## config.mk

```make
export PLATFORM = sky130hd
export DESIGN_NAME = pingpong_ram_scheduler_flat
export DESIGN_NICKNAME = d
export VERILOG_FILES = /design/src/rtl/pingpong_ram_scheduler_if.sv /design/src/rtl/pingpong_ram_scheduler.sv /design/src/flat_wrapper.sv
export SDC_FILE = /design/constraint.sdc
export NUM_CORES = 1
export LEC_CHECK = 0
export ABC_AREA = 1
export CAP_MARGIN = 30
export CORE_ASPECT_RATIO = 0.6
export CORE_MARGIN = 10
export CORE_UTILIZATION = 31
export DETAILED_ROUTE_END_ITERATION = 8
export GPL_TIMING_DRIVEN = 0
export PLACE_DENSITY = 0.76
export SKIP_CTS_REPAIR_TIMING = 1
export SLEW_MARGIN = 20
export SYNTH_ARGS = -nofsm -noshare
export SYNTH_HDL_FRONTEND = slang
export SYNTH_SLANG_ARGS = --single-unit
```

## constraint.sdc

```tcl
create_clock -name clk -period 1.6 [get_ports clk]
set_clock_uncertainty 0.2 [all_clocks]
set_input_delay 0.32 -clock clk [delete_from_list [all_inputs] [get_ports clk]]
set_output_delay 0.32 -clock clk [all_outputs]
set_load 0.01 [all_outputs]
```

## src/rtl/pingpong_ram_scheduler_if.sv

```systemverilog
// Producer (valid/ready) and consumer (request/valid) handshake bundle for the ping-pong scheduler.
// master = sample generator / drawer side, slave = scheduler side.
interface pingpong_ram_scheduler_if #(
  parameter int DATA_W = 8
);
  logic              in_valid;
  logic [DATA_W-1:0] in_data;
  logic              in_ready;
  logic              out_req;
  logic              out_valid;
  logic [DATA_W-1:0] out_data;

  modport master (
    output in_valid, in_data, out_req,
    input  in_ready, out_valid, out_data
  );

  modport slave (
    input  in_valid, in_data, out_req,
    output in_ready, out_valid, out_data
  );
endinterface

```

## src/rtl/pingpong_ram_scheduler.sv

```systemverilog
// Ping-pong controller for two line RAMs: producer fills the write bank while the consumer
// drains the other; banks swap only when the write bank is full and the read bank is empty.
module pingpong_ram_scheduler #(
  parameter int ADDR_W = 5,
  parameter int DATA_W = 8,
  parameter int DEPTH  = 32
) (
  input  logic              clk,
  input  logic              reset,
  pingpong_ram_scheduler_if.slave bus,
  output logic              ram1_write_en,
  output logic [ADDR_W-1:0] ram1_write_address,
  output logic [DATA_W-1:0] ram1_write_data,
  output logic              ram2_write_en,
  output logic [ADDR_W-1:0] ram2_write_address,
  output logic [DATA_W-1:0] ram2_write_data,
  output logic              ram1_read_en,
  output logic [ADDR_W-1:0] ram1_read_address,
  input  logic [DATA_W-1:0] ram1_read_data,
  output logic              ram2_read_en,
  output logic [ADDR_W-1:0] ram2_read_address,
  input  logic [DATA_W-1:0] ram2_read_data,
  output logic              wbank,
  output logic              swap_pulse,
  output logic              underrun
);

  localparam logic [ADDR_W-1:0] LAST = ADDR_W'(DEPTH - 1);

  logic              wbank_q, wbank_d;
  logic [ADDR_W-1:0] wptr_q, wptr_d;
  logic [ADDR_W-1:0] rptr_q, rptr_d;
  logic              wr_full_q, wr_full_d;
  logic              rd_avail_q, rd_avail_d;
  logic              rd_bank_q, rd_bank_d;
  logic              out_valid_q, out_valid_d;
  logic              swap_pulse_q, swap_pulse_d;
  logic              underrun_q, underrun_d;

  logic in_ready_c;
  logic wr_acc;
  logic rd_iss;
  logic swap_cond;

  assign in_ready_c = !wr_full_q && !reset;
  assign wr_acc     = bus.in_valid && in_ready_c;
  assign rd_iss     = bus.out_req && rd_avail_q && !reset;
  // Both flags are registered, so the swap cycle itself blocks writes and reads.
  assign swap_cond  = wr_full_q && !rd_avail_q;

  assign ram1_write_en      = wr_acc && !wbank_q;
  assign ram2_write_en      = wr_acc && wbank_q;
  assign ram1_write_address = wptr_q;
  assign ram2_write_address = wptr_q;
  assign ram1_write_data    = bus.in_data;
  assign ram2_write_data    = bus.in_data;

  assign ram1_read_en       = rd_iss && wbank_q;
  assign ram2_read_en       = rd_iss && !wbank_q;
  assign ram1_read_address  = rptr_q;
  assign ram2_read_address  = rptr_q;

  assign bus.in_ready  = in_ready_c;
  assign bus.out_valid = out_valid_q;
  // Return data follows the bank latched at issue, so a swap right after the last read is harmless.
  assign bus.out_data  = out_valid_q ? (rd_bank_q ? ram2_read_data : ram1_read_data) : '0;

  assign wbank      = wbank_q;
  assign swap_pulse = swap_pulse_q;
  assign underrun   = underrun_q;

  always_comb begin
    wbank_d      = wbank_q;
    wptr_d       = wptr_q;
    rptr_d       = rptr_q;
    wr_full_d    = wr_full_q;
    rd_avail_d   = rd_avail_q;
    rd_bank_d    = rd_iss ? !wbank_q : rd_bank_q;
    out_valid_d  = rd_iss;
    swap_pulse_d = swap_cond;
    underrun_d   = bus.out_req && !rd_avail_q;

    if (swap_cond) begin
      wbank_d    = !wbank_q;
      wptr_d     = '0;
      rptr_d     = '0;
      wr_full_d  = 1'b0;
      rd_avail_d = 1'b1;
    end else begin
      if (wr_acc) begin
        if (wptr_q == LAST) wr_full_d = 1'b1;
        else                wptr_d    = wptr_q + 1'b1;
      end
      if (rd_iss) begin
        if (rptr_q == LAST) rd_avail_d = 1'b0;
        else                rptr_d     = rptr_q + 1'b1;
      end
    end
  end

  always_ff @(posedge clk or posedge reset) begin
    if (reset) begin
      wbank_q      <= 1'b0;
      wptr_q       <= '0;
      rptr_q       <= '0;
      wr_full_q    <= 1'b0;
      rd_avail_q   <= 1'b0;
      rd_bank_q    <= 1'b0;
      out_valid_q  <= 1'b0;
      swap_pulse_q <= 1'b0;
      underrun_q   <= 1'b0;
    end else begin
      wbank_q      <= wbank_d;
      wptr_q       <= wptr_d;
      rptr_q       <= rptr_d;
      wr_full_q    <= wr_full_d;
      rd_avail_q   <= rd_avail_d;
      rd_bank_q    <= rd_bank_d;
      out_valid_q  <= out_valid_d;
      swap_pulse_q <= swap_pulse_d;
      underrun_q   <= underrun_d;
    end
  end

endmodule

```

## src/flat_wrapper.sv

```systemverilog
// flat-port wrapper written by rule: the top's interface ports become plain ports
module pingpong_ram_scheduler_flat 
#(
  parameter int ADDR_W = 5,
  parameter int DATA_W = 8,
  parameter int DEPTH  = 32
)
  (clk, reset, ram1_write_en, ram1_write_address, ram1_write_data, ram2_write_en, ram2_write_address, ram2_write_data, ram1_read_en, ram1_read_address, ram1_read_data, ram2_read_en, ram2_read_address, ram2_read_data, wbank, swap_pulse, underrun, bus_in_valid, bus_in_data, bus_out_req, bus_in_ready, bus_out_valid, bus_out_data);
  pingpong_ram_scheduler_if #(.DATA_W(DATA_W)) bus_i ();
  input  logic clk;
  input  logic reset;
  output logic ram1_write_en;
  output logic [ADDR_W-1:0] ram1_write_address;
  output logic [DATA_W-1:0] ram1_write_data;
  output logic ram2_write_en;
  output logic [ADDR_W-1:0] ram2_write_address;
  output logic [DATA_W-1:0] ram2_write_data;
  output logic ram1_read_en;
  output logic [ADDR_W-1:0] ram1_read_address;
  input  logic [DATA_W-1:0] ram1_read_data;
  output logic ram2_read_en;
  output logic [ADDR_W-1:0] ram2_read_address;
  input  logic [DATA_W-1:0] ram2_read_data;
  output logic wbank;
  output logic swap_pulse;
  output logic underrun;
  input wire logic [$bits(bus_i.in_valid)-1:0] bus_in_valid;
  input wire logic [$bits(bus_i.in_data)-1:0] bus_in_data;
  input wire logic [$bits(bus_i.out_req)-1:0] bus_out_req;
  output wire logic [$bits(bus_i.in_ready)-1:0] bus_in_ready;
  output wire logic [$bits(bus_i.out_valid)-1:0] bus_out_valid;
  output wire logic [$bits(bus_i.out_data)-1:0] bus_out_data;
  assign bus_i.in_valid = bus_in_valid;
  assign bus_i.in_data = bus_in_data;
  assign bus_i.out_req = bus_out_req;
  assign bus_in_ready = bus_i.in_ready;
  assign bus_out_valid = bus_i.out_valid;
  assign bus_out_data = bus_i.out_data;
  pingpong_ram_scheduler #(.ADDR_W(ADDR_W), .DATA_W(DATA_W), .DEPTH(DEPTH)) u_core (.clk(clk), .reset(reset), .bus(bus_i), .ram1_write_en(ram1_write_en), .ram1_write_address(ram1_write_address), .ram1_write_data(ram1_write_data), .ram2_write_en(ram2_write_en), .ram2_write_address(ram2_write_address), .ram2_write_data(ram2_write_data), .ram1_read_en(ram1_read_en), .ram1_read_address(ram1_read_address), .ram1_read_data(ram1_read_data), .ram2_read_en(ram2_read_en), .ram2_read_address(ram2_read_address), .ram2_read_data(ram2_read_data), .wbank(wbank), .swap_pulse(swap_pulse), .underrun(underrun));
endmodule
```

**Word-level counts from Yosys, hierarchy flattened**

Cells that the tools add are included.

- Output and inout bits: 53
- Input bits: 28
- Word-level logic and storage cells: 51
- Flip-flop bits (word level): 17

- Eq/ne operators: 4
- Add/sub/neg operators: 2
- Reduce and logical (&&, ||, !) cells: 22
- Muxes and demuxes: 14

Operators with widths:

| kind | number |
|---|---|
| 5-bit 2-to-1 mux | 6 |
| 8-bit 2-to-1 mux | 2 |
| 5-bit by 1-bit adder with 5-bit output, second input constant | 2 |
| 5-bit equality test, second input constant | 2 |
| 1-bit logical AND | 10 |
| 2-bit AND reduction | 4 |
| 2-bit nonzero test | 4 |
| 1-bit 2-to-1 mux | 6 |
| 1-bit zero test | 4 |
| 2-bit by 1-bit inequality test with 1-bit output, second input constant | 2 |

**Logic depth before layout (Yosys ltp)**

Gate-level depths: netlist (run 1).

- Depth in word-level cells: 5
- Mapped depth: 8
- Gate-level depth less buffers: 8

**Worst setup path before layout (run 1)**

Ideal clock, no wire load.

- Path type: in2out
- From: input reset
- To: output ram1_read_en
- Setup slack: -0.125 ns
- Data arrival time: 1.205 ns
- Data required time: 1.080 ns
- Stages on the path: 3
- Path buffers: 0
- Cell sequence: inv_1 nand3_4 nor2_1

- Cells in the longest elaborated chain, start to end: 3

RTL lines:

| item | line | text |
|---|---|---|
| start, declared | flat_wrapper.sv:11 | `input logic reset;` |
| 1-bit zero test | pingpong_ram_scheduler.sv:47 | `assign rd_iss = bus.out_req && rd_avail_q && !reset;` |
| 1-bit logical AND | pingpong_ram_scheduler.sv:47 |  |
| 1-bit logical AND | pingpong_ram_scheduler.sv:58 | `assign ram1_read_en = rd_iss && wbank_q;` |
| end, declared | flat_wrapper.sv:18 | `output logic ram1_read_en;` |

Every way passes these cells.

**Final worst setup path (run 1)**

- From: register u_core.rd_bank_q
- To: output bus_out_data[6]

- Cells in the longest elaborated chain, start to end: 2

RTL lines:

| item | line | text |
|---|---|---|
| start, declared | pingpong_ram_scheduler.sv:35 | `logic rd_bank_q, rd_bank_d;` |
| start signal, assigned | pingpong_ram_scheduler.sv:118 | `rd_bank_q <= rd_bank_d;` |
| 8-bit 2-to-1 mux (2 in series) | pingpong_ram_scheduler.sv:66 | `assign bus.out_data = out_valid_q ? (rd_bank_q ? ram2_read_data : ram1_read_data) : '0;` |
| end, declared | flat_wrapper.sv:32 | `output wire logic [$bits(bus_i.out_data)-1:0] bus_out_data;` |

Every way passes these cells.

==> key figures, run 1 <==
Pwr
  • P_leak: about 1.5 nW
  • PwrDens: 1030 nW/um^2
  • Worst IR Drop VDD: a little under 0.8 mV

Routing
  • # DRC: 0
  • Routed WL: about 4500 um
  • DRT Pass-1 Iters: 4
  • Via count: roughly 1.3k
  • DRT iter0 DRCs: 14
  • Via density: around 4.4
  • Antenna-violating nets left: 0
  • Drt wl/cell: about 15 um

Timing
  • Final Cycle Share: 111%
  • FMAX: 562 MHz
  • Max-slew violation count: 0
  • Setup violators final: 19
  • Headroom to the max-slew limit: roughly four fifths
  • Unrepaired setup endpoints after global routing: true
  • Worst setup margin: -179 ps
  • Hold slack: approximately 36 ps
  • Hold Vio Cnt, Final: 0
  • Fin crit period: around 1800 ps
  • Setup tns final: -1380 ps
  • Tightest Pin Transition: ~300 ps

Worst setup path
  • Critical path, cell by cell: buf_6 -> o21ai_1 -> nor2_1 -> dlymetal6s2s_1
  • Max incr delay on CP: between 400 and 500 ps
  • Worst Path Max Fanout: 6
  • Worst path bufs/invs: 2
  • WP data arrival: 1260 ps
  • CP top delay family: flip-flops
  • CP Launch Type: flop
  • Worst endpoint required time: ~1100 ps
  • Crit path kind: reg2out
  • Setup crit end kind: output pin
  • Critical path's slowest cell: dfrtp_2

Global route
  • GRT Util Overall: around a tenth
  • Largest net degree at the start of global routing: 19
  • First-pass GRT wire length: approximately 5400 um
  • Number of antenna violations at the first check in global routing: 0
  • Gr ovfl total: 0
  • Vias in the first global route: around 1.1k

Synth
  • Count leader, synth: nand2_1
  • Mapped Cells: 142
  • Netlist cell types: 19
  • Netlist Area Pre-Place: 1130 um^2
  • Number of synthesized flops with an enable pin: 0
  • Area contributors post-synth: dfrtp_1, buf_4, nand2_1, nor2_1, ha_1
  • Post-synth ARST share: 100%
  • Post-synth top flop: dfrtp_1
  • Share of the synthesized area in the top cell type: between 30% and 40%
  • Syn Nets: ~170
  • Post-synthesis average cell area: about 8 um^2
  • Commonest cells in the netlist: nand2_1, buf_4, nor2_1, dfrtp_1, o21ai_0
  • Cell taking the most area after synthesis: dfrtp_1
  • Syn. warnings: 0
  • Register bit total from synthesis: 17
  • Sequential area share after synthesis: a little under two fifths

Floorplan
  • DIE HEIGHT: approximately 67 um
  • Starting Density: approximately 33%
  • Core box area: between 3000 and 4000 um^2
  • Die ar.: about 6500 um^2
  • # IOs: 81
  • Row count: 16
  • Die width: roughly 98 um

Clock network
  • CTS tree: built
  • H-tree depth: 1
  • CTS Buf Count: 3
  • Sink Count: 17
  • Clk_lat worst skew: 260 ps
  • Reg clk slew, reported paths: roughly 70 ps
  • Max Root-Sink Buffers: 2
  • Root buffer cell: clkbuf_8

Final layout
  • Storage element area: between 400 and 500 um^2
  • Area of the multi-input gates: around 600 um^2
  • Area grow syn2layout: 113%
  • # fillers: between 200 and 300
  • # diodes: 0
  • Final net count: 288
  • Final instance area: between 2000 and 2500 um^2
  • Share of layout cells above drive strength 1: 48.2%

Min path
  • Hold crit path type: in2async

Placed design
  • Dpl hpwl: just under 3000 um
  • Area after DPL: between 1500 and 2000 um^2
  • Final RePlAce weighted congestion: roughly 0.73
  • Port Buffers: 72

Job
  • Maxcap violations: 0

Status
  • Failing checks: negative setup slack
  • Status: finished with violations
## worst min-delay path: cells and delay by family
kind / cells / cell delay (ps)
buffers and inverters: 3 / 530
## power by group
part           total, W  internal [W]  switching (W)  leakage, nW
clock          0.000328      0.000173       0.000155       0.0255
sequential     0.000700      0.000543       0.000156        0.202
combinational   0.00145      0.000890       0.000563         1.23
## metrics by stage
step                power (W)  setup WS (ps)  utilization (%)  cells
floorplan             0.00118           10.2                -    142
global placement      0.00176          -1040             56.7    259
detailed placement    0.00178          -1050             56.7    259
CTS                   0.00211          -1060             58.0    263
global route          0.00266           -223             71.3    300
finish                0.00248           -179             71.3    300
## final timing paths
check	slack, ps	cells after the start	endpoint	start
worst max-delay path	-180	4	bus_out_data[6]	u_core.rd_bank_q
worst min-delay path	40	3	u_core.wr_full_q	reset
worst max register to register	-70	9	u_core.ram1_read_address[2]	u_core.ram1_read_address[0]
worst min register to register	330	1	u_core.underrun	u_core.rd_avail_q
max in group asynchronous	530	4	u_core.ram1_write_address[4]	reset
min in group clk	150	3	u_core.underrun	bus_out_req
## state kept, by name (all words and copies together) (netlist names)
signal                     cells
u_core.ram1_read_address       5
u_core.ram1_write_address      5
u_core.bus.out_valid           1
u_core.rd_avail_q              1
u_core.rd_bank_q               1
u_core.swap_pulse              1
u_core.underrun                1
u_core.wbank                   1
u_core.wr_full_q               1
## kinds of logic (layout without fill, tap and decap cells)
group	count (synthesis)	after routing	synth area share, %
flops	17	17	37.6
compound gates	13	13	5.75
xor+xnor	1	1	0.774
fa+ha+maj	4	4	4.42
simple gates	71	71	30.9
buf+inv	36	149	20.6
## layer usage
layer	wire length (um)	up-vias	global-route usage (%)
li1	-	658	-
met1	1830	607	12.0
met2	2210	47	16.3
met3	320	12	5.36
met4	121	0	3.79
met5	0	-	0
## cells in the final DEF (no fill, tap or decap), types with 2 or more instances in the layout
master	count
nand2_2	4
nand2_1	22
or2_2	2
inv_2	2
buf_2	6
dlymetal6s2s_1	28
nor2_4	6
clkbuf_8	3
nand4_1	6
buf_4	55
nand2_4	2
o21ai_0	3
buf_6	7
ha_4	3
dfrtp_2	9
clkdlybuf4s50_1	32
inv_1	6
nand3_1	3
a21oi_1	3
clkinvlp_4	3
nor2_2	9
clkbuf_2	5
nor2_1	14
dfrtp_1	8
o21ai_2	2
o21ai_1	4
## area by class of cell
type,count,area share [%]
timing repair buffer,108,42.7
sequential,17,18.1
clock inverter,1,0.208
tap,45,2.34
multi-input combinational,89,24.5
inverter,10,1.87
clock buffer,3,1.71
buffer,26,8.25
timing repair inverter,1,0.311
Power figures use the tool's default switching activity.
==> run 2, diff against run 1 <==
--- a/config.mk
+++ b/config.mk
@@ -9,10 +9,10 @@
 export CAP_MARGIN = 30
 export CORE_ASPECT_RATIO = 0.6
 export CORE_MARGIN = 10
-export CORE_UTILIZATION = 31
+export CORE_UTILIZATION = 34
 export DETAILED_ROUTE_END_ITERATION = 8
 export GPL_TIMING_DRIVEN = 0
-export PLACE_DENSITY = 0.76
+export PLACE_DENSITY = 0.79
 export SKIP_CTS_REPAIR_TIMING = 1
 export SLEW_MARGIN = 20
 export SYNTH_ARGS = -nofsm -noshare
==> constraint.sdc (replaced) <==
create_clock -name clk -period 1.95 [get_ports clk]
set_clock_uncertainty 0.2 [all_clocks]
set_input_delay 0.39 -clock clk [delete_from_list [all_inputs] [get_ports clk]]
set_output_delay 0.39 -clock clk [all_outputs]
set_load 0.01 [all_outputs]
==> key figures, run 2 (synthesis results as in run 1) <==
Status
  • Status: complete, no violations

Timing
  • Max-slew violation count: 0 (unchanged)
  • Setup violators final: 0 (-19)
  • Headroom to the max-slew limit: 83.9% (+3.4 points)
  • Hold Vio Cnt, Final: 0 (unchanged)
  • Fin crit period: around 1900 ps
  • Final Cycle Share: between 90 and 100%
  • FMAX: around 520 MHz
  • Tightest Pin Transition: 242 ps (-50.1 ps)

Min path
  • Hold crit path type: in2async

Routing
  • Antenna-violating nets left: 0 (unchanged)
  • Routed WL: 4050 um (-9.8%)
  • Via density: 4.36 (-1.1%)
  • # DRC: 0 (unchanged)
  • Drt wl/cell: 14.4 um (-3.3%)
  • Via count: 1222 (-7.7%)
  • DRT iter0 DRCs: 29 (+15)
  • DRT Pass-1 Iters: 4 (unchanged)

Global route
  • First-pass GRT wire length: 5730 um (+5.6%)
  • GRT Util Overall: 11.3% (+0.85 points)
  • Vias in the first global route: 1154 (+7.4%)
  • Largest net degree at the start of global routing: 19 (unchanged)
  • Gr ovfl total: 0 (unchanged)
  • Number of antenna violations at the first check in global routing: 0 (unchanged)

Job
  • Maxcap violations: 0 (unchanged)

Clock network
  • Root buffer cell: clkbuf_8
  • Reg clk slew, reported paths: 70 ps (about the same)
  • Clk_lat worst skew: 260 ps (about the same)
  • Sink Count: 17 (unchanged)
  • CTS Buf Count: 3 (unchanged)
  • CTS tree: built
  • H-tree depth: 1 (unchanged)
  • Max Root-Sink Buffers: 2 (unchanged)

Worst setup path
  • WP data arrival: 1330 ps (+70 ps)
  • Crit path kind: in2out
  • Setup crit end kind: output pin
  • Worst endpoint required time: 1360 ps (+280 ps)
  • Worst Path Max Fanout: 4 (-2)
  • CP Launch Type: input pin

Final layout
  • Final net count: 268 (-6.9%)
  • Non-filler instance count after layout: 280 (-6.7%)
  • Most frequent cells in the layout: clkdlybuf4s50_1, buf_4, nand2_1
  • # diodes: 0 (unchanged)
  • Commonest non-fill, non-tap cell in the layout: clkdlybuf4s50_1
  • Area grow syn2layout: 89.4%
  • Share of layout cells above drive strength 1: 29.8% (-18 points)

Floorplan
  • Row count: 16 (unchanged)
  • DIE HEIGHT: 64.7 um (-3.2%)
  • # IOs: 81 (unchanged)
  • Starting Density: 35.1% (+1.7 points)
  • Die ar.: 6110 um^2 (-6.6%)
  • Die width: 94.5 um (-3.6%)
  • Core box area: 3220 um^2 (-4.7%)

Pwr
  • P_leak: 1.19 nW (-19%)
  • Worst IR Drop VDD: 0.628 mV (-21%)
  • Pwr Total: 0.00185 W (-26%)
  • PwrDens: 863 nW/um^2 (-16%)

Placed design
  • Placed insts: 259 (unchanged)
  • Port Buffers: 72 (unchanged)
  • Final RePlAce weighted congestion: 0.787 (+7.2%)
  • Dpl hpwl: 2950 um (+2.2%)
## run 2: cell count changes in the layout (fill, tap and decap cells not counted), sizes merged
cell / delta
buf: -27
clkbuf: -5
clkdlybuf4s50: +25
dlymetal6s2s: -13
## run 2: worst paths after layout
path | cells past startpoint | startpoint | slack (ps) | end
worst max-delay path | 4 | bus_out_req | 30 | ram1_read_en
worst min-delay path | 3 | reset | 30 | u_core.wr_full_q
worst max register to register | 8 | u_core.ram1_write_address[0] | 170 | u_core.ram1_write_address[2]
worst min register to register | 2 | u_core.ram1_read_address[4] | 340 | u_core.ram1_read_address[4]
max in group asynchronous | 3 | reset | 910 | u_core.bus.out_valid
min in group clk | 4 | reset | 340 | u_core.wr_full_q
## run 2: critical path: stages
cell and delay, ps:
clkdlybuf4s50_1 520, nand3_4 100, nor2_2 130, dlymetal6s2s_1 190
## run 2: through the flow
stage | TNS [ps] | cell area (um^2) | util (%) | setup slack [ps] | hold WS (ps)
final | 0 | 2140 | 66.5 | 28.3 | 28.4
after global routing | -38.3 | 2140 | 66.5 | -18.3 | 56.1
after global placement | -7430 | 1910 | 59.2 | -1090 | 320
after floorplan | 0 | 1130 | - | 84.7 | 147
after CTS | -7350 | 1950 | 60.6 | -1110 | 343
after detailed placement | -8010 | 1910 | 59.2 | -1120 | 326
## run 2: cell type report
| cell class | count | area (um^2) |
|---|---|---|
| fill | 267 | 1080 |
| tap | 45 | 56.3 |
| sequential | 17 | 435 |
| timing repair inverter | 1 | 5.00 |
| multi-input combinational | 89 | 478 |
| buffer | 26 | 195 |
| timing repair buffer | 88 | 881 |
| clock buffer | 3 | 41.3 |
| clock inverter | 1 | 5.00 |
| inverter | 10 | 45.0 |
## run 2: routing by layer
| layer | up-vias | share of wire (%) | GRT usage, % |
|---|---|---|---|
| met5 | - | 0 | 0 |
| met4 | 0 | 0 | 1.12 |
| met3 | 0 | 9.4 | 6.09 |
| met2 | 49 | 48 | 18.9 |
| met1 | 556 | 43 | 12.8 |
| li1 | 617 | - | - |
## run 2: where the power goes
group / internal [W] / total, W / switching [W]
sequential: 0.000445 / 0.000566 / 0.000120
clock: 0.000142 / 0.000273 / 0.000131
combinational: 0.000625 / 0.00101 / 0.000384
total: 0.00121 / 0.00185 / 0.000635
